### src/rtl/ibuf_pkg.sv
// ----------------------------------------------------------------------------
// ibuf_pkg
// Shared types and helpers for the ping-pong skewed input buffer.
//   bank_state_t : lifecycle of one bank (EMPTY -> FILLING -> FULL -> DRAINING)
//   ibuf_dbg_t   : debug snapshot of the bank-tracking state machine
//   lane_slice() : low bit index of lane i inside a packed lane vector
// ----------------------------------------------------------------------------
package ibuf_pkg;

  localparam int ARRAY_SIZE_DEF = 8;
  localparam int ELEM_W_DEF     = 8;
  localparam int DEPTH_DEF      = 32;
  localparam int LOG_DEPTH_DEF  = 5;

  typedef enum logic [1:0] {
    EMPTY    = 2'd0,
    FILLING  = 2'd1,
    FULL     = 2'd2,
    DRAINING = 2'd3
  } bank_state_t;

  typedef struct packed {
    bank_state_t state1;
    bank_state_t state0;
    logic        wr_bank;
    logic        rd_bank;
  } ibuf_dbg_t;

  // Lane i occupies bits [lane_slice(i) +: elem_w] of a packed vector.
  function automatic int lane_slice(input int i, input int elem_w = ELEM_W_DEF);
    return i * elem_w;
  endfunction

endpackage

### src/rtl/ibuf_skew_pp_bank.sv
// ----------------------------------------------------------------------------
// ibuf_bank
// One bank of the ping-pong buffer: ARRAY_SIZE independent lane memories,
// each ELEM_W wide and DEPTH deep, with one shared write port and one read
// port per lane.
//   clk, rst_n : clock; rst_n clears only the read registers, not the memory
//   wr_en      : write all lanes of wr_data at wr_addr
//   wr_addr    : write address shared by all lanes
//   wr_data    : packed lane vector to store
//   rd_en      : per-lane read enable; a disabled lane registers zero
//   rd_addr    : per-lane read addresses, packed LOG_DEPTH bits per lane
//   rd_data    : registered per-lane read data (one cycle latency)
// ----------------------------------------------------------------------------
module ibuf_bank
  import ibuf_pkg::*;
#(
  parameter int ARRAY_SIZE = ARRAY_SIZE_DEF,
  parameter int ELEM_W     = ELEM_W_DEF,
  parameter int DEPTH      = DEPTH_DEF,
  parameter int LOG_DEPTH  = LOG_DEPTH_DEF
) (
  input  logic                         clk,
  input  logic                         rst_n,
  input  logic                         wr_en,
  input  logic [LOG_DEPTH-1:0]         wr_addr,
  input  logic [ARRAY_SIZE*ELEM_W-1:0] wr_data,
  input  logic [ARRAY_SIZE-1:0]        rd_en,
  input  logic [ARRAY_SIZE*LOG_DEPTH-1:0] rd_addr,
  output logic [ARRAY_SIZE*ELEM_W-1:0] rd_data
);

  for (genvar i = 0; i < ARRAY_SIZE; i++) begin : g_lane
    logic [ELEM_W-1:0]    mem [DEPTH];
    logic [ELEM_W-1:0]    q;
    logic [LOG_DEPTH-1:0] addr;

    assign addr = rd_addr[i*LOG_DEPTH +: LOG_DEPTH];

    // Storage array kept free of reset so it maps onto plain RAM.
    always_ff @(posedge clk) begin
      if (wr_en) begin
        mem[wr_addr] <= wr_data[lane_slice(i, ELEM_W) +: ELEM_W];
      end
    end

    // Zero when not enabled: this is what produces the skew padding and
    // keeps the output at zero whenever no drain is issuing.
    always_ff @(posedge clk) begin
      if (!rst_n) begin
        q <= '0;
      end else if (rd_en[i]) begin
        q <= mem[addr];
      end else begin
        q <= '0;
      end
    end

    assign rd_data[lane_slice(i, ELEM_W) +: ELEM_W] = q;
  end

endmodule

### src/rtl/ibuf_skew_pp.sv
// ----------------------------------------------------------------------------
// ibuf_skew_pp
// Ping-pong input buffer for the systolic array rows. The writer fills one
// bank with lane vectors while the reader drains the other bank with a
// diagonal skew: lane i is delayed by i cycles and padded with zeros.
//
// Handshake: a write is accepted on a cycle where wr_valid && wr_ready;
// wr_last is only meaningful on an accepted write. The DEPTH-th write
// finalises the bank even without wr_last. rd_start is a request, not a
// valid/ready pair: it is taken only when rd_busy=0 and the oldest bank is
// FULL, and is otherwise dropped. The read side has no backpressure.
//
// Ports:
//   clk, rst_n : clock, synchronous active-low reset
//   wr_valid, wr_ready, wr_data, wr_last : write vector stream
//   rd_start   : request drain of the oldest FULL bank
//   rd_busy    : drain in progress
//   rd_valid, rd_data : skewed output vectors (rd_data is zero when !rd_valid)
//   rd_done    : pulse with the final rd_valid of a drain
//   dbg        : bank states and bank pointers
// ----------------------------------------------------------------------------
module ibuf_skew_pp
  import ibuf_pkg::*;
#(
  parameter int ARRAY_SIZE = ARRAY_SIZE_DEF,
  parameter int ELEM_W     = ELEM_W_DEF,
  parameter int DEPTH      = DEPTH_DEF,
  parameter int LOG_DEPTH  = LOG_DEPTH_DEF
) (
  input  logic                         clk,
  input  logic                         rst_n,
  input  logic                         wr_valid,
  output logic                         wr_ready,
  input  logic [ARRAY_SIZE*ELEM_W-1:0] wr_data,
  input  logic                         wr_last,
  input  logic                         rd_start,
  output logic                         rd_busy,
  output logic                         rd_valid,
  output logic [ARRAY_SIZE*ELEM_W-1:0] rd_data,
  output logic                         rd_done,
  output ibuf_dbg_t                    dbg
);

  localparam int VEC_W  = ARRAY_SIZE * ELEM_W;
  localparam int CNT_W  = LOG_DEPTH + 1;
  localparam int STEP_W = $clog2(DEPTH + ARRAY_SIZE);

  bank_state_t          bank_state [2];
  logic [CNT_W-1:0]     bank_n     [2];
  logic                 wr_bank;
  logic                 rd_bank;
  logic [LOG_DEPTH-1:0] wr_cnt;
  logic                 rd_issue;   // a drain step is being issued this cycle
  logic [STEP_W-1:0]    step;

  logic                 wr_fire;
  logic                 wr_fin;
  logic                 rd_go;
  logic                 last_step;
  logic [CNT_W-1:0]     drain_n;
  logic [ARRAY_SIZE-1:0]           lane_en;
  logic [ARRAY_SIZE*LOG_DEPTH-1:0] lane_addr;
  logic [VEC_W-1:0]     bank_q [2];

  assign wr_ready  = (bank_state[wr_bank] == EMPTY) || (bank_state[wr_bank] == FILLING);
  assign wr_fire   = wr_valid && wr_ready;
  assign wr_fin    = wr_fire && (wr_last || (wr_cnt == LOG_DEPTH'(DEPTH - 1)));
  assign rd_go     = rd_start && !rd_busy && (bank_state[rd_bank] == FULL);
  assign drain_n   = bank_n[rd_bank];
  // Steps run 0 .. N+ARRAY_SIZE-2 so the last lane sees its final element.
  assign last_step = rd_issue && (int'(step) == int'(drain_n) + ARRAY_SIZE - 2);

  // Lane i at step t reads element t-i; outside 0..N-1 the lane is padded.
  always_comb begin
    int d;
    d         = 0;
    lane_en   = '0;
    lane_addr = '0;
    for (int i = 0; i < ARRAY_SIZE; i++) begin
      d          = int'(step) - i;
      lane_en[i] = rd_issue && (d >= 0) && (d < int'(drain_n));
      lane_addr[i*LOG_DEPTH +: LOG_DEPTH] = LOG_DEPTH'(d);
    end
  end

  for (genvar b = 0; b < 2; b++) begin : g_bank
    ibuf_bank #(
      .ARRAY_SIZE (ARRAY_SIZE),
      .ELEM_W     (ELEM_W),
      .DEPTH      (DEPTH),
      .LOG_DEPTH  (LOG_DEPTH)
    ) u_bank (
      .clk     (clk),
      .rst_n   (rst_n),
      .wr_en   (wr_fire && (wr_bank == 1'(b))),
      .wr_addr (wr_cnt),
      .wr_data (wr_data),
      .rd_en   ((rd_bank == 1'(b)) ? lane_en : '0),
      .rd_addr (lane_addr),
      .rd_data (bank_q[b])
    );
  end

  // Only the draining bank ever enables reads, so the idle bank's output
  // register is zero and a plain OR merges the two banks.
  assign rd_data = bank_q[0] | bank_q[1];

  // Bank tracking. Writer and reader never touch the same bank in the same
  // cycle: writes need EMPTY/FILLING, rd_go needs FULL, release needs DRAINING.
  always_ff @(posedge clk) begin
    if (!rst_n) begin
      bank_state[0] <= EMPTY;
      bank_state[1] <= EMPTY;
      bank_n[0]     <= '0;
      bank_n[1]     <= '0;
      wr_bank       <= 1'b0;
      rd_bank       <= 1'b0;
      wr_cnt        <= '0;
      rd_busy       <= 1'b0;
      rd_issue      <= 1'b0;
      step          <= '0;
      rd_valid      <= 1'b0;
      rd_done       <= 1'b0;
    end else begin
      if (wr_fire) begin
        if (wr_fin) begin
          bank_state[wr_bank] <= FULL;
          bank_n[wr_bank]     <= {1'b0, wr_cnt} + CNT_W'(1);
          wr_cnt              <= '0;
          wr_bank             <= ~wr_bank;
        end else begin
          bank_state[wr_bank] <= FILLING;
          wr_cnt              <= wr_cnt + LOG_DEPTH'(1);
        end
      end

      // Output flags trail the issued step by the one-cycle read latency.
      rd_valid <= rd_issue;
      rd_done  <= last_step;

      if (rd_go) begin
        rd_busy             <= 1'b1;
        rd_issue            <= 1'b1;
        step                <= '0;
        bank_state[rd_bank] <= DRAINING;
      end else if (rd_issue) begin
        if (last_step) begin
          rd_issue <= 1'b0;
        end else begin
          step <= step + STEP_W'(1);
        end
      end

      // Release one cycle after the final output so the bank is writable
      // in the same cycle rd_busy drops.
      if (rd_done) begin
        rd_busy             <= 1'b0;
        bank_state[rd_bank] <= EMPTY;
        rd_bank             <= ~rd_bank;
      end
    end
  end

  always_comb begin
    dbg         = '0;
    dbg.state0  = bank_state[0];
    dbg.state1  = bank_state[1];
    dbg.wr_bank = wr_bank;
    dbg.rd_bank = rd_bank;
  end

endmodule
### config.mk
export PLATFORM = sky130hd
export DESIGN_NAME = ibuf_skew_pp
export DESIGN_NICKNAME = d
export VERILOG_FILES = /design/src/rtl/ibuf_pkg.sv /design/src/rtl/ibuf_skew_pp_bank.sv /design/src/rtl/ibuf_skew_pp.sv
export SDC_FILE = /design/constraint.sdc
export NUM_CORES = 2
export LEC_CHECK = 0
export CAP_MARGIN = 25
export CORE_ASPECT_RATIO = 0.75
export CORE_MARGIN = 4
export CORE_UTILIZATION = 59
export DETAILED_ROUTE_END_ITERATION = 10
export GPL_ROUTABILITY_DRIVEN = 0
export HOLD_SLACK_MARGIN = 0.05
export PLACE_DENSITY = 0.82
export SYNTH_ARGS = -nofsm -noshare
export SYNTH_HDL_FRONTEND = slang
export SYNTH_MEMORY_MAX_BITS = 65536
export SYNTH_SLANG_ARGS = --single-unit
### constraint.sdc
create_clock -name clk -period 10 [get_ports clk]
set_clock_uncertainty 0.2 [all_clocks]
set_input_delay 2 -clock clk [delete_from_list [all_inputs] [get_ports clk]]
set_output_delay 2 -clock clk [all_outputs]
set_load 0.02 [all_outputs]
==> flow_metrics.py <==
metrics = {
    "placed_design": {
        "dpl-instance-area_um2": 168300,
        "port-buffer-count": 142,
        "dp.cells": 10380,
        "dp_hpwl_um": 226400,
    },
    "floorplanning": {
        "start_util_pct": 59.31,
        "pin_count": 143,
        "die_h_um": 461.6,
        "coreArea_um2": 272900,
        "dieArea_um2": 282900,
        "dieWidth_um": 612.8,
        "rows": 166,
    },
    "run_status": {
        "status": "complete, no violations",
    },
    "worst_hold_path": {
        "worstHoldEndpoint": "wr_cnt[1]$_SDFFE_PN0P_",
        "hp-start": "wr_cnt[1]$_SDFFE_PN0P_",
        "hp-class": "reg2reg",
        "hold_path_depth": 2,
    },
    "clocking": {
        "cts_tree": "built",
        "insertion_delay_ns": 0.90,
        "clockBufferDepth": 4,
        "cts-buffers-inserted": 376,
        "cts_root_buffer": "clkbuf_16",
        "path_clk_slew_ns": 0.07,
        "holdBufCountCts": 0,
        "htree_levels": 5,
        "cts_resized": 0,
        "postCtsSetupBuffers": 0,
        "cts_sinks": 4259,
    },
    "critical_path": {
        "critical_path.startpoint": "wr_valid",
        "reg2reg_depth": 10,
        "crit_type": "in2reg",
        "crit_fanout": 47,
        "worstPathRequired_ns": 10.30,
        "r2r_end": "g_bank[1].u_bank.g_lane[3].q[4]$_SDFF_PN0_",
        "r2r-start": "step[1]$_SDFFE_PP0P_",
        "crit_path_start_kind": "input pin",
        "endpoint_kind": "flip-flop",
        "r2r_slack_ns": 4.13,
        "cp.arrival_ns": 6.54,
    },
    "detailed_routing": {
        "vias_per_cell": 7.401,
        "ant_nets": 0,
        "wl_um": 479000,
        "avgRoutedWirePerCell_um": 42.96,
        "drtPass1Iterations": 8,
        "drc": 0,
        "vias": 82520,
        "drt_iter0_drc": 16560,
    },
    "finish": {
        "finalNonFillerCells": 11150,
        "finish.utilization_pct": 66.74,
        "fin_area_um2": 182100,
        "syn2layout_area_growth_pct": 12.52,
        "final_nets": 7336,
        "nFillCells": 15410,
        "drive_gt1_share_pct": 30.09,
    },
    "grt": {
        "grt_pass1_vias": 84330,
        "grt_overflow": 0,
        "antenna_found_initial": 25,
        "grt_max_degree": 172,
        "grt_first_pass_wirelength_um": 664000,
        "gr-usage-all-layers_pct": 33.85,
    },
    "synth": {
        "synth_cells": 6776,
        "synthXorXnorAreaFrac_pct": 0.1670,
        "synth-edff-count": 4112,
        "synth.most_common_cell": "edfxtp_1",
        "synth_top_family_by_area": "multiplexers",
        "avgSynthCellArea_um2": 23.89,
        "synthTopCellsByArea": "edfxtp_1, mux4_2, dfxtp_1, mux2i_1, buf_2",
        "synthSimpleGateAreaFrac_pct": 1.599,
        "synth-warning-count": 0,
        "yosys.area.top_type": "edfxtp_1",
        "syn_nets": 6901,
        "yosysUniqueCellTypes": 51,
        "synthMuxAreaShare_pct": 17.94,
        "ys_dominant_reg_cell": "edfxtp_1",
        "synth_top_area_share_pct": 76.28,
        "syn_area_um2": 161900,
        "synth_compound_area_share_pct": 0.7219,
        "ys_ff_latch": 4259,
        "synthArstFlopShare_pct": 0,
        "yosysSeqAreaShare_pct": 78.10,
        "synth-adder-area-share_pct": 0.4329,
        "netlist_top_cells_count": "edfxtp_1, mux4_2, nand2_1, dfxtp_1, clkbuf_1",
    },
    "power": {
        "power.density_nw_per_um2": 205.9,
        "p_leak_nw": 55.80,
        "vdd_drop_max_mv": 0.1909,
    },
    "timing": {
        "max_freq_ghz": 0.1602,
        "fin_hold_ws_ns": 0.3565,
        "post-route-period-util_pct": 62.42,
        "finalMaxSlewViolations": 0,
        "tightest_slew_ns": 1.335,
        "rsz0062_at_grt": "false",
        "fin_crit_ns": 6.242,
        "fin_setup_tns_ns": 0,
        "finalHoldViolCount": 0,
        "setup_viol": 0,
        "maxSlewHeadroom_pct": 11.01,
    },
    "job": {
        "cap_violations": 0,
    },
}
## flip-flops by register name (all words and copies together), names as in the netlist, named ones only
signal                    count
wr_cnt                        5
rd_valid                      1
rd_issue                      1
step                          6
wr_bank                       1
g_bank.u_bank.g_lane.mem   4096
rd_bank                       1
bank_n                       12
rd_done                       1
bank_state                    4
rd_busy                       1
g_bank.u_bank.g_lane.q      128
## layout make-up
| type | instances | area, um^2 | area share [%] |
|---|---|---|---|
| diodes | 17 | 42.54 | 0.02336 |
| clock buffers | 494 | 10360 | 5.690 |
| clock inverters | 194 | 1974 | 1.084 |
| inverters | 32 | 120.1 | 0.06595 |
| multi-input cells | 2149 | 34410 | 18.89 |
| flip-flops and latches | 4259 | 126400 | 69.42 |
| well taps | 3612 | 4519 | 2.481 |
| repair buffers | 393 | 4283 | 2.351 |
## worst max-delay path by stage
| stage | to | slack (ns) |
|---|---|---|
| after floorplan | g_bank[0].u_bank.g_lane[0].mem[7][0]$_DFFE_PP_ | 2.21 |
| after global placement | g_bank[0].u_bank.g_lane[5].mem[22][5]$_DFFE_PP_ | 3.24 |
| after detailed placement | g_bank[0].u_bank.g_lane[7].mem[10][5]$_DFFE_PP_ | 3.23 |
| after CTS | g_bank[0].u_bank.g_lane[4].mem[10][2]$_DFFE_PP_ | 3.97 |
| after global routing | g_bank[0].u_bank.g_lane[1].mem[0][5]$_DFFE_PP_ | 3.84 |
| final | g_bank[0].u_bank.g_lane[2].mem[0][4]$_DFFE_PP_ | 3.76 |
## report_power, final
part	leakage, nW	internal, mW	total, mW	switching [mW]
registers	38.2	19.6	19.6	0.0357
clock network	6.03	8.28	15.0	6.73
logic	11.6	1.31	2.86	1.55
## cell usage in the layout, fill, tap and decap left out, types with 9 or more instances in the layout
cell type        Yosys  layout
buf_12               0      54
clkdlybuf4s50_1      0      92
edfxtp_1          4112    4112
clkbuf_1           146      77
nor2b_1              9       9
diode_2              0      17
buf_4               21     168
nor2_4               0      62
inv_6                0       9
ha_1                56      54
dfxtp_1            147     143
buf_2              140      50
clkbuf_16            0     385
clkbuf_8             0      32
or2_2               70      70
and2_1              21      21
o211ai_1             9       9
clkinvlp_4           0      20
a311oi_1            29      29
nand3_1             24      24
xnor2_1             20      10
clkinv_1             2      53
mux4_2            1239    1239
and3_1              19      19
bufinv_16            0      37
xnor2_2              0       9
nand2_1            172     172
inv_1               26      25
buf_16               0      27
nor3_1              98      96
a21oi_1             59      59
o21a_1              26      26
nor2_1             112      49
mux2i_1             95      94
clkinv_2             0      69
a211oi_1            21      21
## worst max-delay path: stages
cell,delay (ns)
clkdlybuf4s50_1,0.64
nand2_1,0.22
nor2_1,0.70
nand2_1,0.78
nor2_4,1.07
buf_4,0.83
## cell families after synthesis
| kind of cell | Yosys count |
|---|---|
| mux | 1342 |
| compound gates | 172 |
| flops | 4259 |
| simple gates | 549 |
| xor+xnor | 30 |
| fa+ha+maj | 56 |
| buf+inv | 368 |
## stage by stage
step | worst slack [ns] | total power, mW
after floorplan | 2.205 | 21.86
after CTS | 3.971 | 37.38
after global placement | 3.239 | 22.60
after global routing | 3.840 | 38.43
after detailed placement | 3.226 | 22.69
final | 3.758 | 37.50
## per-layer routing
layer  share of wire, %  wire, um  global-route usage, %
met1                 31    148700                  44.59
met2                 48    229400                  52.47
met3                 15     70240                  9.230
met4                6.4     30570                  18.03
met5              0.035       169                 0.2705
No activity file was read; power rests on OpenSTA's default activity.
